==> src/rtl/cdma_pkg.sv <==
// cdma_pkg: shared state encoding, default widths and descriptor type for the cube sequencer
package cdma_pkg;
  localparam int ADDR_W = 32;
  localparam int CUBE_W = 8;
  localparam int STRIDE_W = 16;
  localparam int LEN_W = 16;
  localparam int ELEM_B = 4;
  localparam int MAX_OUT = 4;
  typedef enum logic [1:0] {IDLE, LOAD, ISSUE, DRAIN} state_t;
  typedef struct packed {
    logic [ADDR_W-1:0]   src_base;
    logic [ADDR_W-1:0]   dst_base;
    logic [CUBE_W-1:0]   channel;
    logic [CUBE_W-1:0]   row;
    logic [CUBE_W-1:0]   col;
    logic [STRIDE_W-1:0] src_row_str;
    logic [STRIDE_W-1:0] src_ch_str;
    logic [STRIDE_W-1:0] dst_row_str;
    logic [STRIDE_W-1:0] dst_ch_str;
  } desc_t;
endpackage

==> src/rtl/cdma_stride_walker.sv <==
// cdma_stride_walker: row/channel position counters with incremental src/dst pointers for the next burst
module cdma_stride_walker
  import cdma_pkg::*;
(
  input  logic              clk,
  input  logic              rst,
  input  logic              load,
  input  logic              step,
  input  desc_t             desc,
  output logic [ADDR_W-1:0] src_next,
  output logic [ADDR_W-1:0] dst_next,
  output logic              last
);
  logic [CUBE_W-1:0] rows, chans, row_cnt, ch_cnt;
  logic [STRIDE_W-1:0] srs, scs, drs, dcs;
  logic [ADDR_W-1:0] src_row, src_ch, dst_row, dst_ch;
  logic wrap;
  // Pointers track the burst currently held in the parent's cmd register
  assign wrap = row_cnt == rows - CUBE_W'(1);
  assign last = wrap && ch_cnt == chans - CUBE_W'(1);
  assign src_next = wrap ? src_ch + ADDR_W'(scs) : src_row + ADDR_W'(srs);
  assign dst_next = wrap ? dst_ch + ADDR_W'(dcs) : dst_row + ADDR_W'(drs);
  always_ff @(posedge clk or negedge rst) begin
    if (!rst) begin
      rows <= '0;
      chans <= '0;
      row_cnt <= '0;
      ch_cnt <= '0;
      {srs, scs, drs, dcs} <= '0;
      {src_row, src_ch, dst_row, dst_ch} <= '0;
    end else if (load) begin
      rows <= desc.row;
      chans <= desc.channel;
      row_cnt <= '0;
      ch_cnt <= '0;
      {srs, scs, drs, dcs} <= {desc.src_row_str, desc.src_ch_str, desc.dst_row_str, desc.dst_ch_str};
      {src_row, src_ch} <= {desc.src_base, desc.src_base};
      {dst_row, dst_ch} <= {desc.dst_base, desc.dst_base};
    end else if (step) begin
      src_row <= src_next;
      dst_row <= dst_next;
      if (wrap) begin
        row_cnt <= '0;
        ch_cnt <= ch_cnt + CUBE_W'(1);
        src_ch <= src_next;
        dst_ch <= dst_next;
      end else begin
        row_cnt <= row_cnt + CUBE_W'(1);
      end
    end
  end
endmodule

==> src/rtl/cdma_cube_agen.sv <==
// cdma_cube_agen: splits a channel x row x col cube descriptor into credit-limited row-burst commands
module cdma_cube_agen
  import cdma_pkg::*;
#(
  parameter int ADDR_WIDTH = ADDR_W,
  parameter int CUBE_WIDTH = CUBE_W,
  parameter int STRIDE_WIDTH = STRIDE_W,
  parameter int ELEM_BYTES = ELEM_B,
  parameter int LEN_WIDTH = LEN_W,
  parameter int MAX_OUTSTANDING = MAX_OUT
) (
  input  logic                    clk,
  input  logic                    rst,
  input  logic                    cfg_valid,
  output logic                    cfg_ready,
  input  logic [ADDR_WIDTH-1:0]   cfg_src_base,
  input  logic [ADDR_WIDTH-1:0]   cfg_dst_base,
  input  logic [CUBE_WIDTH-1:0]   cfg_channel,
  input  logic [CUBE_WIDTH-1:0]   cfg_row,
  input  logic [CUBE_WIDTH-1:0]   cfg_col,
  input  logic [STRIDE_WIDTH-1:0] cfg_src_row_str,
  input  logic [STRIDE_WIDTH-1:0] cfg_src_ch_str,
  input  logic [STRIDE_WIDTH-1:0] cfg_dst_row_str,
  input  logic [STRIDE_WIDTH-1:0] cfg_dst_ch_str,
  output logic                    cmd_valid,
  input  logic                    cmd_ready,
  output logic [ADDR_WIDTH-1:0]   cmd_src_addr,
  output logic [ADDR_WIDTH-1:0]   cmd_dst_addr,
  output logic [LEN_WIDTH-1:0]    cmd_len,
  input  logic                    cmd_done,
  output logic                    busy,
  output logic                    transfer_done,
  output logic                    err
);
  state_t state;
  desc_t shadow;
  logic shadow_full, cfg_fire, fire, done_ok, zero_dim, cmd_free, step, walk_last;
  logic [3:0] outstanding, out_next;
  logic [ADDR_WIDTH-1:0] walk_src, walk_dst;
  assign cfg_ready = !shadow_full;
  assign cfg_fire = cfg_valid && cfg_ready;
  assign fire = cmd_valid && cmd_ready;
  // A done with nothing outstanding only counts if a fire covers it in the same cycle
  assign done_ok = cmd_done && (outstanding != 4'd0 || fire);
  assign out_next = outstanding + 4'(fire) - 4'(done_ok);
  assign busy = state != IDLE;
  assign zero_dim = shadow.channel == '0 || shadow.row == '0 || shadow.col == '0;
  assign cmd_free = !cmd_valid || fire;
  assign step = state == ISSUE && cmd_free && !walk_last && out_next < 4'(MAX_OUTSTANDING);
  cdma_stride_walker u_walker (
    .clk(clk), .rst(rst), .load(state == LOAD), .step(step), .desc(shadow),
    .src_next(walk_src), .dst_next(walk_dst), .last(walk_last)
  );
  always_ff @(posedge clk or negedge rst) begin
    if (!rst) begin
      state <= IDLE;
      shadow <= '0;
      shadow_full <= 1'b0;
      outstanding <= '0;
      cmd_valid <= 1'b0;
      cmd_src_addr <= '0;
      cmd_dst_addr <= '0;
      cmd_len <= '0;
      transfer_done <= 1'b0;
      err <= 1'b0;
    end else begin
      transfer_done <= 1'b0;
      outstanding <= out_next;
      if (cmd_done && outstanding == 4'd0 && !fire) err <= 1'b1;
      if (cfg_fire) begin
        shadow_full <= 1'b1;
        shadow <= '{cfg_src_base, cfg_dst_base, cfg_channel, cfg_row, cfg_col,
                    cfg_src_row_str, cfg_src_ch_str, cfg_dst_row_str, cfg_dst_ch_str};
      end else if (state == LOAD) begin
        shadow_full <= 1'b0;
      end
      case (state)
        IDLE: if (shadow_full || cfg_fire) state <= LOAD;
        LOAD: begin
          state <= zero_dim ? DRAIN : ISSUE;
          cmd_valid <= !zero_dim;
          cmd_src_addr <= shadow.src_base;
          cmd_dst_addr <= shadow.dst_base;
          cmd_len <= LEN_WIDTH'(shadow.col) * LEN_WIDTH'(ELEM_BYTES);
        end
        ISSUE: begin
          if (fire && walk_last) begin
            state <= DRAIN;
            cmd_valid <= 1'b0;
          end else if (step) begin
            cmd_valid <= 1'b1;
            cmd_src_addr <= walk_src;
            cmd_dst_addr <= walk_dst;
          end else if (fire) begin
            cmd_valid <= 1'b0;
          end
        end
        DRAIN: if (outstanding == 4'd0) begin
          transfer_done <= 1'b1;
          state <= shadow_full ? LOAD : IDLE;
        end
      endcase
    end
  end
endmodule
==> config.mk <==
export PLATFORM = sky130hd
export DESIGN_NAME = cdma_cube_agen
export DESIGN_NICKNAME = d
export VERILOG_FILES = /design/src/rtl/cdma_pkg.sv /design/src/rtl/cdma_stride_walker.sv /design/src/rtl/cdma_cube_agen.sv
export SDC_FILE = /design/constraint.sdc
export NUM_CORES = 1
export LEC_CHECK = 0
export CORE_MARGIN = 5
export CORE_UTILIZATION = 53
export DETAILED_ROUTE_END_ITERATION = 16
export GPL_ROUTABILITY_DRIVEN = 0
export PLACE_DENSITY = 0.83
export SYNTH_ARGS = -nofsm -noshare
export SYNTH_HDL_FRONTEND = slang
export SYNTH_HIERARCHICAL = 1
export SYNTH_SLANG_ARGS = --single-unit
==> constraint.sdc <==
create_clock -name clk -period 4.68 [get_ports clk]
set_clock_uncertainty 0.1 [all_clocks]
set_input_delay 0.468 -clock clk [delete_from_list [all_inputs] [get_ports clk]]
set_output_delay 0.468 -clock clk [all_outputs]
set_load 0.03 [all_outputs]
==> impl_metrics.prom <==
# TYPE chip_impl_metric gauge
chip_impl_metric{name="final_layout_size_suffix_gt1_share",unit="%"} 20.0
chip_impl_metric{name="power",unit="uW"} 27400
chip_impl_info{name="holdCritPathClass",value="flop to flop"} 1
chip_impl_metric{name="dp.final_hpwl",unit="um"} 49800
chip_impl_metric{name="globalRouteTotalUtil",unit="%"} 26.4
chip_impl_metric{name="core",unit="sq mm"} 0.0478
chip_impl_metric{name="worst_slew_margin_rel",unit="%"} 26.3
chip_impl_metric{name="die_area",unit="sq mm"} 0.0529
chip_impl_metric{name="slew_at_the_pin_closest_to_its_max_slew_limit",unit="ns"} 1.10
chip_impl_metric{name="internal_power",unit="uW"} 15300
chip_impl_info{name="rsz0062_at_grt",value="false"} 1
chip_impl_metric{name="number_of_search_and_repair_iterations_in_the_first_detailed_routing_pass",unit=""} 6
chip_impl_info{name="yosys_most_used_dff",value="dfrtp_1"} 1
chip_impl_metric{name="hold_path_depth",unit=""} 1
chip_impl_metric{name="leakagePower",unit="uW"} 0.0127
chip_impl_metric{name="max_rail_drop_vdd",unit="uV"} 609
chip_impl_metric{name="cts_max_path_buffers",unit=""} 3
chip_impl_metric{name="numCtsBuffers",unit=""} 49
chip_impl_metric{name="detail_route.drc_violations",unit=""} 0
chip_impl_metric{name="grt.overflow.total",unit=""} 0
chip_impl_metric{name="final_antenna_net_count",unit=""} 0
chip_impl_metric{name="io_buffers",unit=""} 233
chip_impl_info{name="cts_tree",value="yes"} 1
chip_impl_metric{name="post-cts-setup-buffers",unit=""} 0
chip_impl_metric{name="yosysSeqAreaShare",unit="%"} 44.6
chip_impl_info{name="timing.rr.end",value="u_walker/src_row[12]"} 1
chip_impl_metric{name="fin_hold_ws",unit="ns"} 0.381
chip_impl_metric{name="chip_height",unit="um"} 230
chip_impl_metric{name="nNetsFinal",unit=""} 2841
chip_impl_metric{name="clk_pin_slew",unit="ns"} 0.06
chip_impl_metric{name="finalNonFillerCells",unit=""} 3254
chip_impl_metric{name="std_cell_rows",unit=""} 80
chip_impl_metric{name="dpl.cell_count",unit=""} 3165
chip_impl_metric{name="cts-resized-gates",unit=""} 0
chip_impl_info{name="timing.critical_path.to_type",value="flop"} 1
chip_impl_info{name="synth.largest_area_cell",value="dfrtp_1"} 1
chip_impl_info{name="layout.cells.most_common_list",value="dfrtp_1 (458), mux2_2 (308), clkdlybuf4s50_1 (232)"} 1
chip_impl_metric{name="insertedDiodeCount",unit=""} 0
chip_impl_metric{name="max_clock_freq",unit="GHz"} 0.233
chip_impl_info{name="timing.rr.start",value="u_walker/rows[0]"} 1
chip_impl_metric{name="ys_warn_count",unit=""} 6
chip_impl_metric{name="cap_viol_max_count",unit=""} 0
chip_impl_metric{name="p_per_area",unit="mW/mm^2"} 904
chip_impl_metric{name="power_frac_clock",unit="%"} 15.1
chip_impl_metric{name="postSynthRegisterBits",unit=""} 458
chip_impl_metric{name="p_comb_share",unit="%"} 55.7
chip_impl_metric{name="totalNegativeSetupSlack",unit="ns"} 0
chip_impl_metric{name="register_area",unit="sq mm"} 0.0115
chip_impl_metric{name="critical_path_arrival",unit="ns"} 4.73
chip_impl_metric{name="route.final.wire_length",unit="um"} 71800
chip_impl_metric{name="layout_min_cycle_time",unit="ns"} 4.30
chip_impl_info{name="setup.worst_path.start_class",value="flop"} 1
chip_impl_metric{name="grt_antenna_before_repair",unit=""} 0
chip_impl_metric{name="floorplan.die.width",unit="um"} 230
chip_impl_metric{name="min_period_over_period",unit="%"} 91.9
chip_impl_metric{name="first_global_vias",unit=""} 21200
chip_impl_metric{name="area_share_of_the_leading_cell_type_in_the_synthesized_netlist",unit="%"} 44.6
chip_impl_info{name="outcome",value="complete, no violations"} 1
chip_impl_info{name="cts.root.buffer_cell",value="clkbuf_16"} 1
chip_impl_metric{name="clk_latency",unit="ns"} 0.60
chip_impl_metric{name="avgViaCountPerCell",unit=""} 6.33
chip_impl_info{name="hold-path-endpoint",value="err"} 1
chip_impl_metric{name="num_io_pins",unit=""} 242
chip_impl_metric{name="clock_sink_count",unit=""} 458
chip_impl_metric{name="netlist-cell-type-count",unit=""} 82
chip_impl_metric{name="power_switching",unit="uW"} 12100
chip_impl_metric{name="initial_core_utilization",unit="%"} 53.7
chip_impl_metric{name="setup_viol",unit=""} 0
chip_impl_metric{name="hold_viol",unit=""} 0
chip_impl_info{name="mostFrequentLayoutCell",value="dfrtp_1"} 1
chip_impl_metric{name="cts_hold_buffers",unit=""} 1
chip_impl_metric{name="timing.reg2reg.setup_slack",unit="ns"} 0.38
chip_impl_metric{name="synth_area",unit="sq mm"} 0.0257
chip_impl_metric{name="area_growth_syn_to_layout",unit="%"} 17.9
chip_impl_metric{name="route.vias.total",unit=""} 20600
chip_impl_info{name="worstSetupPathType",value="flop to flop"} 1
chip_impl_metric{name="switching_share",unit="%"} 44.1
chip_impl_metric{name="netlist_instances",unit=""} 2411
chip_impl_metric{name="post_synth_edffs",unit=""} 0
chip_impl_metric{name="sequentialPowerShare",unit="%"} 29.2
chip_impl_metric{name="syn_avg_cell_area",unit="sq um"} 10.6
chip_impl_metric{name="initial_detailed_routing_violation_count",unit=""} 1957
chip_impl_metric{name="global_route_wire_length_before_repair",unit="um"} 115000
chip_impl_metric{name="required",unit="ns"} 5.11
chip_impl_metric{name="grt_start_max_net_pins",unit=""} 179
chip_impl_metric{name="critical_path.max_fanout",unit=""} 24
chip_impl_metric{name="async_flop_share",unit="%"} 100
chip_impl_metric{name="filler_cell_count",unit=""} 3645
chip_impl_metric{name="wire_per_inst",unit="um"} 22.1
chip_impl_info{name="worst_min_delay_path_startpoint",value="err"} 1
chip_impl_metric{name="htree_num_levels",unit=""} 2
chip_impl_metric{name="r2r_cells",unit=""} 16
chip_impl_metric{name="multi_input_area",unit="sq mm"} 0.0132
chip_impl_info{name="synth.area.top_cells",value="dfrtp_1 (45%), mux2_2 (14%), ha_1 (3.8%)"} 1
chip_impl_metric{name="slew_viol_final",unit=""} 0
Yosys cell counts (all sizes together) (8+ instances only):
cell type	count
nand2	136
a21boi	8
o21a	15
nand2b	15
xor2	52
or3	12
o211ai	11
nor4	12
o21ai	80
ha	77
mux2	308
nor3b	8
a211oi	16
a21o	40
buf	54
a311oi	65
o31ai	15
o21bai	11
o22ai	70
nand4	32
nor2	193
a31oi	25
a21oi	126
xnor2	106
nor3	45
nand3	37
mux2i	28
clkbuf	90
inv	102
dfrtp	458
and3	22
and2	25
cell type report:
class,instances,area share [%]
clock inverters,27,1.05
clock buffers,61,4.61
well taps,615,2.54
flip-flops and latches,458,37.9
multi-input cells,1713,43.5
inverters,103,1.28
repair buffers,277,9.11
critical path: stages (launching register included):
cell	delay [ns]
dfrtp_1	0.49
inv_1	0.10
ha_1	0.29
xor2_1	0.20
nor3_1	0.17
a31oi_1	0.09
nor4b_4	0.31
nand2_2	0.09
nor4_1	0.44
buf_4	0.22
a2111oi_4	0.07
nand2b_4	0.10
inv_2	0.09
buf_4	0.25
nor2_1	0.86
a22o_1	0.26
a21o_1	0.10
metal layers:
metal	routed length, um	part of all wire, %	global-route usage (%)	vias to the layer above
li1	-	-	-	9141
met3	6430	9.0	5.69	218
met5	0	0	0	-
met2	32600	45	41.9	1058
met4	2550	3.6	9.19	0
met1	30200	42	36.4	10200
through the flow:
stage	util (%)	instance area (sq um)	setup WS, ns
3_3_place_gp	59.6	28500	0.212
4_1_cts	63.2	30300	0.447
2_1_floorplan	-	25700	0.113
5_1_grt	63.2	30300	0.214
6_report	63.2	30300	0.380
3_5_place_dp	59.6	28500	0.111
flip-flops by register name (all words and copies together), names as in the netlist:
signal / count
u_walker/drs: 16
shadow_full: 1
u_walker/dst_ch: 32
u_walker/scs: 16
err: 1
cmd_valid: 1
transfer_done: 1
cmd_dst_addr: 32
u_walker/chans: 8
u_walker/ch_cnt: 8
u_walker/dcs: 16
state: 2
outstanding: 4
u_walker/srs: 16
u_walker/rows: 8
u_walker/src_row: 32
cmd_src_addr: 32
u_walker/row_cnt: 8
u_walker/dst_row: 32
u_walker/src_ch: 32
cmd_len: 8
shadow: 152
power groups by stage:
stage | Sequential (uW) | Combinational [uW] | Clock, uW
floorplan | 7800 | 10700 | 0
global placement | 7840 | 14300 | 0
detailed placement | 7950 | 14800 | 0
CTS | 7920 | 15000 | 4200
global route | 8180 | 16400 | 4360
finish | 7980 | 15200 | 4140
worst max-delay path by stage:
stage	cells after the start	slack, ns	startpoint	endpoint
3_5_place_dp	17	0.11	cmd_ready	u_walker/src_ch[26]
5_1_grt	17	0.21	u_walker/rows[0]	u_walker/src_row[25]
4_1_cts	16	0.45	u_walker/rows[0]	u_walker/src_row[12]
3_3_place_gp	17	0.21	cmd_ready	u_walker/src_ch[26]
6_report	16	0.38	u_walker/rows[0]	u_walker/src_row[12]
2_1_floorplan	22	0.11	u_walker/rows[0]	u_walker/src_ch[14]
cells by family (layout without fill, tap and decap cells):
kind of cell | Yosys count | after routing | share of synthesized area (%)
AO/OA/AOI/OAI | 565 | 565 | 16.4
XOR/XNOR | 158 | 158 | 5.39
adder cells (fa/ha/maj) | 82 | 82 | 4.14
buffers and inverters | 247 | 468 | 4.40
flip-flops | 458 | 458 | 44.6
multiplexers | 336 | 336 | 14.6
other | 1 | 8 | 0.0146
AND/OR/NAND/NOR | 564 | 564 | 10.4
Power figures use the tool's default switching activity.
